**src/rtl/board_pkg.sv**
```systemverilog
// Shared board-level constants for the NVBoard switch input path.
// Holds the switch count, debounce thresholds for simulation and for the
// FPGA build, and a constant function used to size the debounce counters.
package board_pkg;

   // 8 encoder data switches plus 1 encoder enable switch.
   localparam int SW_WIDTH = 9;

   // Short threshold so simulations see flips within a handful of cycles.
   localparam logic [15:0] DEBOUNCE_CYCLES_SIM = 16'd4;

   // About 1 ms at a 50 MHz board clock, which covers typical contact bounce.
   localparam logic [15:0] DEBOUNCE_CYCLES_FPGA = 16'd50000;

   // Ceiling log2 with a floor of 1, so a counter is never zero bits wide.
   // Used at elaboration time only; the fixed loop bound keeps it
   // acceptable to synthesis tools as a constant function.
   function automatic int clog2(input int value);
      int result;
      result = 1;
      for (int i = 0; i < 31; i++) begin
         if ((1 << i) < value) begin
            result = i + 1;
         end
      end
      return result;
   endfunction

endpackage : board_pkg

```
**src/rtl/sw_debounce_bit.sv**
```systemverilog
// Single-bit switch conditioner: a two-flop synchroniser, a stability
// counter that must see STABLE_CYCLES consecutive disagreeing samples
// before the clean level flips, and registered rise/fall strobes.
module sw_debounce_bit
   import board_pkg::*;
#(
   parameter logic [15:0] STABLE_CYCLES = DEBOUNCE_CYCLES_FPGA
) (
   input  logic clock,
   input  logic reset,
   input  logic sw_raw,
   output logic sw,
   output logic rise,
   output logic fall
);

   // The counter only has to reach STABLE_CYCLES-1 before it is cleared,
   // so this width always holds the terminal value and cannot saturate.
   localparam int CNT_W = clog2(int'(STABLE_CYCLES) + 1);

   // Count value on which the flip happens. With STABLE_CYCLES=1 this is 0,
   // so the output simply follows the second synchroniser stage one cycle
   // later.
   localparam logic [CNT_W-1:0] LAST = CNT_W'(STABLE_CYCLES - 16'd1);

   logic             sync1;
   logic             sync2;
   logic [CNT_W-1:0] cnt;

   // Synchronise the raw level, time its disagreement with the clean
   // output, and flip the output with a one-cycle strobe at the threshold.
   always_ff @(posedge clock) begin
      // NOTE: every flop, counter included, is cleared on reset so no X can
      // leak into the encoder path; reset also abandons a flip in progress.
      if (reset) begin
         sync1 <= 1'b0;
         sync2 <= 1'b0;
         cnt   <= '0;
         sw    <= 1'b0;
         rise  <= 1'b0;
         fall  <= 1'b0;
      end else begin
         // NOTE: non-blocking assignments make sync2 take the previous
         // sync1 and the compare below use the previous sync2, giving a
         // true shift register with no logic between stages.
         sync1 <= sw_raw;
         sync2 <= sync1;

         // Strobes default low so they are high for exactly one cycle.
         rise <= 1'b0;
         fall <= 1'b0;

         if (sync2 == sw) begin
            // Input agrees with output: any partial count was a glitch.
            cnt <= '0;
         end else if (cnt == LAST) begin
            // Disagreement held long enough: accept the new level.
            sw   <= sync2;
            cnt  <= '0;
            rise <= sync2;
            fall <= ~sync2;
         end else begin
            cnt <= cnt + CNT_W'(1);
         end
      end
   end

endmodule : sw_debounce_bit

```
**src/rtl/sw_debouncer.sv**
```systemverilog
// Switch input conditioner for the NVBoard top. Each raw switch bit is
// synchronised and debounced independently; the encoder reads io_sw in
// place of the raw pins. io_changed flags any flip on any bit.
module sw_debouncer
   import board_pkg::*;
#(
   parameter int          WIDTH         = SW_WIDTH,
   parameter logic [15:0] STABLE_CYCLES = DEBOUNCE_CYCLES_FPGA
) (
   input  logic             clock,
   input  logic             reset,
   input  logic [WIDTH-1:0] io_sw_raw,
   output logic [WIDTH-1:0] io_sw,
   output logic [WIDTH-1:0] io_rise,
   output logic [WIDTH-1:0] io_fall,
   output logic             io_changed
);

   // One fully independent conditioner per switch bit.
   for (genvar i = 0; i < WIDTH; i++) begin : g_bit
      sw_debounce_bit #(
         .STABLE_CYCLES(STABLE_CYCLES)
      ) u_bit (
         .clock (clock),
         .reset (reset),
         .sw_raw(io_sw_raw[i]),
         .sw    (io_sw[i]),
         .rise  (io_rise[i]),
         .fall  (io_fall[i])
      );
   end

   // The per-bit strobes are already registered one-cycle pulses, so their
   // OR is a single one-cycle pulse even when several bits flip together.
   always_comb begin
      io_changed = |(io_rise | io_fall);
   end

endmodule : sw_debouncer

```
**config.mk**
```make
export PLATFORM = sky130hd
export DESIGN_NAME = sw_debouncer
export DESIGN_NICKNAME = d
export VERILOG_FILES = /design/src/rtl/board_pkg.sv /design/src/rtl/sw_debounce_bit.sv /design/src/rtl/sw_debouncer.sv
export SDC_FILE = /design/constraint.sdc
export NUM_CORES = 1
export LEC_CHECK = 0
export CAP_MARGIN = 10
export CORE_MARGIN = 10
export CORE_UTILIZATION = 31
export CTS_CLUSTER_DIAMETER = 150
export DETAILED_ROUTE_END_ITERATION = 6
export PLACE_DENSITY = 0.54
export SETUP_SLACK_MARGIN = 0.05
export SKIP_CTS_REPAIR_TIMING = 1
export SLEW_MARGIN = 0
export SYNTH_ARGS = -nofsm -noshare
export SYNTH_HDL_FRONTEND = slang
export SYNTH_SLANG_ARGS = --single-unit
```
**constraint.sdc**
```tcl
create_clock -name clock -period 1.71 [get_ports clock]
set_input_delay 0.342 -clock clock [delete_from_list [all_inputs] [get_ports clock]]
set_output_delay 0.342 -clock clock [all_outputs]
set_load 0.005 [all_outputs]
```
==> results of run 1 <==
final cells by class:
type	count	area share, %
sequential	189	33.72
multi-input combinational	638	41.81
inverter	22	0.7254
clock buffer	18	3.858
clock inverter	14	1.737
timing repair buffer	186	14.46
tap	335	3.682
registers in the layout, indices dropped and copies added (netlist names):
signal and cells:
g_bit.u_bit.rise 9, g_bit.u_bit.sync2 9, g_bit.u_bit.cnt 144, g_bit.u_bit.sync1 9
g_bit.u_bit.sw 9, g_bit.u_bit.fall 9
worst max path at each step:
| stage | slack, ps | to | cells after the start | startpoint |
|---|---|---|---|---|
| after global placement | -420 | io_changed | 5 | g_bit[4].u_bit.rise$_SDFF_PP0_ |
| after global routing | -560 | io_changed | 3 | g_bit[1].u_bit.fall$_SDFF_PP0_ |
| after floorplan | -160 | g_bit[5].u_bit.cnt[7]$_SDFF_PP0_ | 5 | g_bit[5].u_bit.cnt[7]$_SDFF_PP0_ |
| final | -520 | io_changed | 3 | g_bit[1].u_bit.fall$_SDFF_PP0_ |
| after detailed placement | -430 | io_changed | 4 | g_bit[6].u_bit.rise$_SDFF_PP0_ |
| after CTS | -890 | io_changed | 3 | g_bit[1].u_bit.fall$_SDFF_PP0_ |
through the flow:
| step | cells | hold WS [ps] | cell area (um^2) | util [%] | setup WS [ps] |
|---|---|---|---|---|---|
| after floorplan | 894 | 413.8 | 8248 | - | -163.8 |
| after global placement | 1359 | 416.5 | 9738 | 37.58 | -418.2 |
| after detailed placement | 1359 | 421.2 | 9738 | 37.58 | -428.0 |
| after CTS | 1391 | 326.5 | 10380 | 40.04 | -893.9 |
| after global routing | 1402 | 339.9 | 11380 | 43.93 | -559.4 |
| final | 1402 | 316.3 | 11380 | 43.93 | -515.6 |
worst max-delay path, stage by stage (launching register included):
cell	delay, ps
dfxtp_1	320
or4_1	530
or4_1	470
clkbuf_2	140
cells by family (layout without fill, tap and decap cells):
logic type / count (synthesis) / in the layout
multiplexers: 6 / 6
flip-flops: 189 / 189
AND/OR/NAND/NOR: 470 / 476
buffers and inverters: 73 / 240
XOR/XNOR: 129 / 129
adder cells (fa/ha/maj): 9 / 9
AO/OA/AOI/OAI: 18 / 18
per-layer routing:
layer / GRT usage (%) / vias up
met3: 2.664 / 16
met1: 14.29 / 3018
met2: 16.67 / 71
li1: - / 3381
met5: 0 / -
met4: 2.441 / 0
synthesized netlist by cell type:
| cell | number |
|---|---|
| dfxtp_1 | 189 |
| nor2_1 | 165 |
| xnor2_1 | 106 |
| nand3_1 | 50 |
| nor4_1 | 45 |
| nor3_1 | 42 |
| nand4_1 | 39 |
| nand2_1 | 35 |
| buf_4 | 32 |
| xor2_1 | 23 |
| inv_1 | 22 |
| nor2b_1 | 18 |
| or4_1 | 15 |
| clkbuf_1 | 11 |
| a21oi_1 | 9 |
| ha_1 | 9 |
| nand2b_1 | 9 |
| and3_1 | 8 |
| mux2i_1 | 6 |
| nand4b_1 | 6 |
| and2_1 | 5 |
| nand2_2 | 5 |
| or4_4 | 5 |
| or4b_1 | 5 |
| buf_6 | 4 |
| nor4b_1 | 4 |
| or4bb_1 | 4 |
| and4_1 | 3 |
| buf_2 | 3 |
| o21ai_0 | 3 |
| o31ai_1 | 3 |
| nor4b_2 | 2 |
| o21ai_4 | 2 |
| or2_2 | 2 |
| or3_1 | 2 |
| buf_1 | 1 |
| nand2b_2 | 1 |
| o21ai_2 | 1 |
cells in the final DEF, fill, tap and decap left out, drive strengths merged, types with 5 or more instances in the layout:
cell type | synthesis | layout
a21oi | 9 | 9
and2 | 5 | 5
and3 | 8 | 8
buf | 40 | 147
clkbuf | 11 | 21
clkdlybuf4s50 | 0 | 10
dfxtp | 189 | 189
dlymetal6s2s | 0 | 26
ha | 9 | 9
inv | 22 | 29
mux2i | 6 | 6
nand2 | 40 | 45
nand2b | 10 | 11
nand3 | 50 | 50
nand4 | 39 | 39
nand4b | 6 | 6
nor2 | 165 | 165
nor2b | 18 | 18
nor3 | 42 | 42
nor4 | 45 | 45
nor4b | 6 | 6
o21ai | 6 | 6
or4 | 20 | 20
or4b | 5 | 5
xnor2 | 106 | 106
xor2 | 23 | 23
where the power goes:
part	internal, mW	switching, mW
clock	2.40	1.83
sequential	4.42	0.0189
combinational	0.0902	0.114
==> out/metrics.csv, run 1 <==
metric;value;unit
worstPathArrival;1880;ps
critPathKind;flip-flop to output port;
ir_drop;0.6108;mV
grt_pass1_wl;29520;um
synth_compound_area_share;1.530;%
clockRootBuffer;clkbuf_16;
insertion_delay;430;ps
hold_violations;0;
vias_per_cell;4.626;
r2r_cells;5;
area_growth;40.57;%
timing.rr.end;g_bit[3].u_bit.cnt[7]$_SDFF_PP0_;
yosysSeqAreaShare;46.72;%
worstHoldStart;reset;
synth_top_family_by_area;simple AND/OR/NAND/NOR gates;
synth_nets;914;
seq_area;0.003839;mm^2
power_density;780.0;mW/mm^2
synth_area_leader_cell;dfxtp_1;
synth_cell_types;38;
tightest_slew;783.1;ps
critPathRequiredTime;1370;ps
setup_viol;154;
fin_ws;-515.6;ps
diodes;0;
die_height;181.6;um
clk_path_buf_depth;2;
dp_hpwl;12770;um
rows;59;
worstHoldEndpoint;g_bit[0].u_bit.sync1$_SDFF_PP0_;
fillers;2474;
coreArea;0.02591;mm^2
synth_simple_gate_area_share;30.38;%
wl;18600;um
htreeDepth;4;
wl_met2;8661;um
dieWidth;181.6;um
synthAdderAreaFrac;1.391;%
grt_remaining_overflow;0;
min_period;2226;ps
maxSlewViolCount;0;
firstDrtPassIters;4;
synth_area_leaders;dfxtp_1 (47%), xnor2_1 (11%), nor2_1 (7.6%);
relSlewSlack;47.60;%
syn_area_per_cell;9.058;um^2
clk_pin_slew;80;ps
ys_warn_count;0;
drc_errors;0;
clock-sinks;189;
cts_tree;done;
grtUsageTotal;10.62;%
wl_per_cell;13.26;um
end_kind;output port;
reg2reg_setup_slack;-300;ps
gp_congestion;0.7963;
met3_length;541;um
syn_area;0.008098;mm^2
ant_nets;0;
hold_path.class;input port to flip-flop;
clock.fmax;0.4493;GHz
worst_clock_skew;10.74;ps
cp-start-kind;flip-flop;
die-area;0.03299;mm^2
synth_seq_cells;189;
reg2reg_from;g_bit[3].u_bit.cnt[12]$_SDFF_PP0_;
finalNetCount;1074;
synth_top_area_share;46.72;%
io_pins;39;
grt_max_degree;19;
drt-initial-drc-count;325;
numPortBuffers;38;
synth_xor_area_share;13.95;%
grt_pass1_vias;6118;
drt-met1-wl;9211;um
violations;negative setup slack;
hold_depth;2;
p_total;8.879;mW
status;finished with violations;
drv_cap;0;
leakagePower;4.120;nW
post-route-period-util;130.2;%
netlist_instances;894;
start_util;31.25;%
rsz0062_at_grt;true;
synthMuxAreaShare;0.7417;%
cts_inserted_buffers;17;
vias;6486;
drive_gt1_share;35.52;%
antenna_found_initial;0;
tns;-21490;ps
cp_max_fo;2;
highest_layer;met4;
multi_input_area;0.004760;mm^2
Note: power is estimated with default switching activity, not from simulation.
==> run 2: changes to the inputs <==
--- a/config.mk
+++ b/config.mk
@@ -5,12 +5,12 @@
 export SDC_FILE = /design/constraint.sdc
 export NUM_CORES = 1
 export LEC_CHECK = 0
-export CAP_MARGIN = 10
+export ABC_AREA = 0
 export CORE_MARGIN = 10
 export CORE_UTILIZATION = 31
 export CTS_CLUSTER_DIAMETER = 150
 export DETAILED_ROUTE_END_ITERATION = 6
-export PLACE_DENSITY = 0.54
+export PLACE_DENSITY = 0.53
 export SETUP_SLACK_MARGIN = 0.05
 export SKIP_CTS_REPAIR_TIMING = 1
 export SLEW_MARGIN = 0
==> constraint.sdc (replaced) <==
create_clock -name clock -period 2.1 [get_ports clock]
set_input_delay 0.42 -clock clock [delete_from_list [all_inputs] [get_ports clock]]
set_output_delay 0.42 -clock clock [all_outputs]
set_load 0.005 [all_outputs]
==> run 2 against run 1 <==
  * Hold slack improved by 73 ps
  * Critical endpoint unchanged
  * Wire length fell by 12%
  * Non-clock buffer count fell by 90
  * Largest power group unchanged
  * Sequential share of layout area rose by 5.6 points
  * Clock skew fell by 4.6 ps
  * Die area did not move
  * Combinational power fell by 51%
  * The run still ends with negative setup slack left
  * Final area fell by 15%
  * Core utilization fell by 6.8 points
  * Global-route usage fell by 0.48 points
==> out/metrics.csv, run 2 (synthesis gave the netlist of run 1 again) <==
metric;value;unit
hold_path.class;input port to flip-flop;
io_pins;39;
multi_input_area;0.003970;mm^2
coreArea;0.02591;mm^2
violations;negative setup slack;
seq_area;0.003785;mm^2
relSlewSlack;74.18;%
wl;16430;um
tns;-228.4;ps
rsz0062_at_grt;true;
rows;59;
antenna_found_initial;0;
maxSlewViolCount;0;
dp_hpwl;11770;um
numPortBuffers;38;
largest_reg_flops;144;
grtUsageTotal;10.15;%
p_total;6.758;mW
area_growth;18.97;%
clock.fmax;0.4295;GHz
clk_pin_slew;60;ps
mostFrequentLayoutCell;dfxtp_1;
insertion_delay;430;ps
drive_gt1_share;12.18;%
fillers;2617;
end_kind;output port;
vias_per_cell;4.607;
grt_pass1_wl;28210;um
hold_ws;389.0;ps
firstDrtPassIters;4;
htreeDepth;4;
ir_drop;0.5035;mV
diodes;0;
fin_ws;-228.4;ps
dieWidth;181.6;um
vias;6007;
worst_clock_skew;6.156;ps
finalNetCount;978;
grt_pass1_vias;5725;
clock-sinks;189;
most-common-layout-cells;dfxtp_1 (188), nor2_1 (165), xnor2_1 (106);
clk_path_buf_depth;2;
final_cells;1304;
clockRootBuffer;clkbuf_16;
power_density;701.4;mW/mm^2
ant_nets;0;
top_register;g_bit.u_bit.cnt;
critPathRequiredTime;1680;ps
hold_violations;0;
placed_cell_area;0.008995;mm^2
die_height;181.6;um
grt_remaining_overflow;0;
cts_tree;done;
setup_viol;1;
gp_congestion;0.7850;
grt_max_degree;20;
drt-initial-drc-count;284;
r2r_cells;5;
tightest_slew;383.7;ps
drv_cap;0;
post-route-period-util;110.9;%
final_area;0.009634;mm^2
hold_depth;2;
drc_errors;0;
dp.cells;1274;
status;finished with violations;
cts_inserted_buffers;17;
worstPathArrival;1910;ps
cp-start-kind;flip-flop;
final_util;37.18;%
leakagePower;2.990;nW
wl_per_cell;12.60;um
dp_slack;-141.2;ps
cp_max_fo;2;
die-area;0.03299;mm^2
start_util;31.25;%
min_period;2328;ps
critPathKind;flip-flop to output port;
run 2: changes by cell type in the layout (fill, tap and decap cells not counted), moves of 8 or more:
| cell | delta |
|---|---|
| clkdlybuf4s50_1 | +26 |
| nand2_8 | -9 |
| dfxtp_1 | +35 |
| nor4_4 | -8 |
| nor2_4 | -29 |
| dlymetal6s2s_1 | -26 |
| dfxtp_2 | -31 |
| buf_4 | -81 |
| nor2_1 | +98 |
| nor2_2 | -69 |
run 2: layout make-up:
type / instances / share of cell area (%)
Sequential cell: 189 / 39.29
Clock inverter: 6 / 0.6364
Tap cell: 335 / 4.351
Timing Repair Buffer: 96 / 8.558
Multi-Input combinational cell: 632 / 41.21
Inverter: 22 / 0.8571
Clock buffer: 24 / 5.104
run 2: path summary, 6_finish.rpt:
kind	from	endpoint	slack, ps
hold reg to reg	g_bit[2].u_bit.sync1$_SDFF_PP0_	g_bit[2].u_bit.sync2$_SDFF_PP0_	440
hold / removal	reset	g_bit[4].u_bit.sw$_SDFFE_PP0P_	390
setup reg to reg	g_bit[3].u_bit.cnt[12]$_SDFF_PP0_	g_bit[3].u_bit.cnt[2]$_SDFF_PP0_	150
setup / recovery	g_bit[6].u_bit.rise$_SDFF_PP0_	io_changed	-230
run 2: report_power, final:
group / switching (mW) / leakage (nW) / total, mW / internal (mW)
Sequential: 0.0139 / 1.53 / 3.62 / 3.61
Combinational: 0.0561 / 1.19 / 0.101 / 0.0450
Clock: 1.29 / 0.272 / 3.04 / 1.74
run 2: layer usage:
layer	global-route usage [%]	vias up	wire length, um
li1	-	3177	-
met1	13.79	2759	8570
met2	15.09	55	7081
met3	2.664	16	551
met4	3.580	0	229
met5	0	-	0
run 2: critical path: stages (launching register included):
cell and delay, ps:
dfxtp_1 320, nor4_2 380, nand3_2 140, or4_4 510, buf_6 130
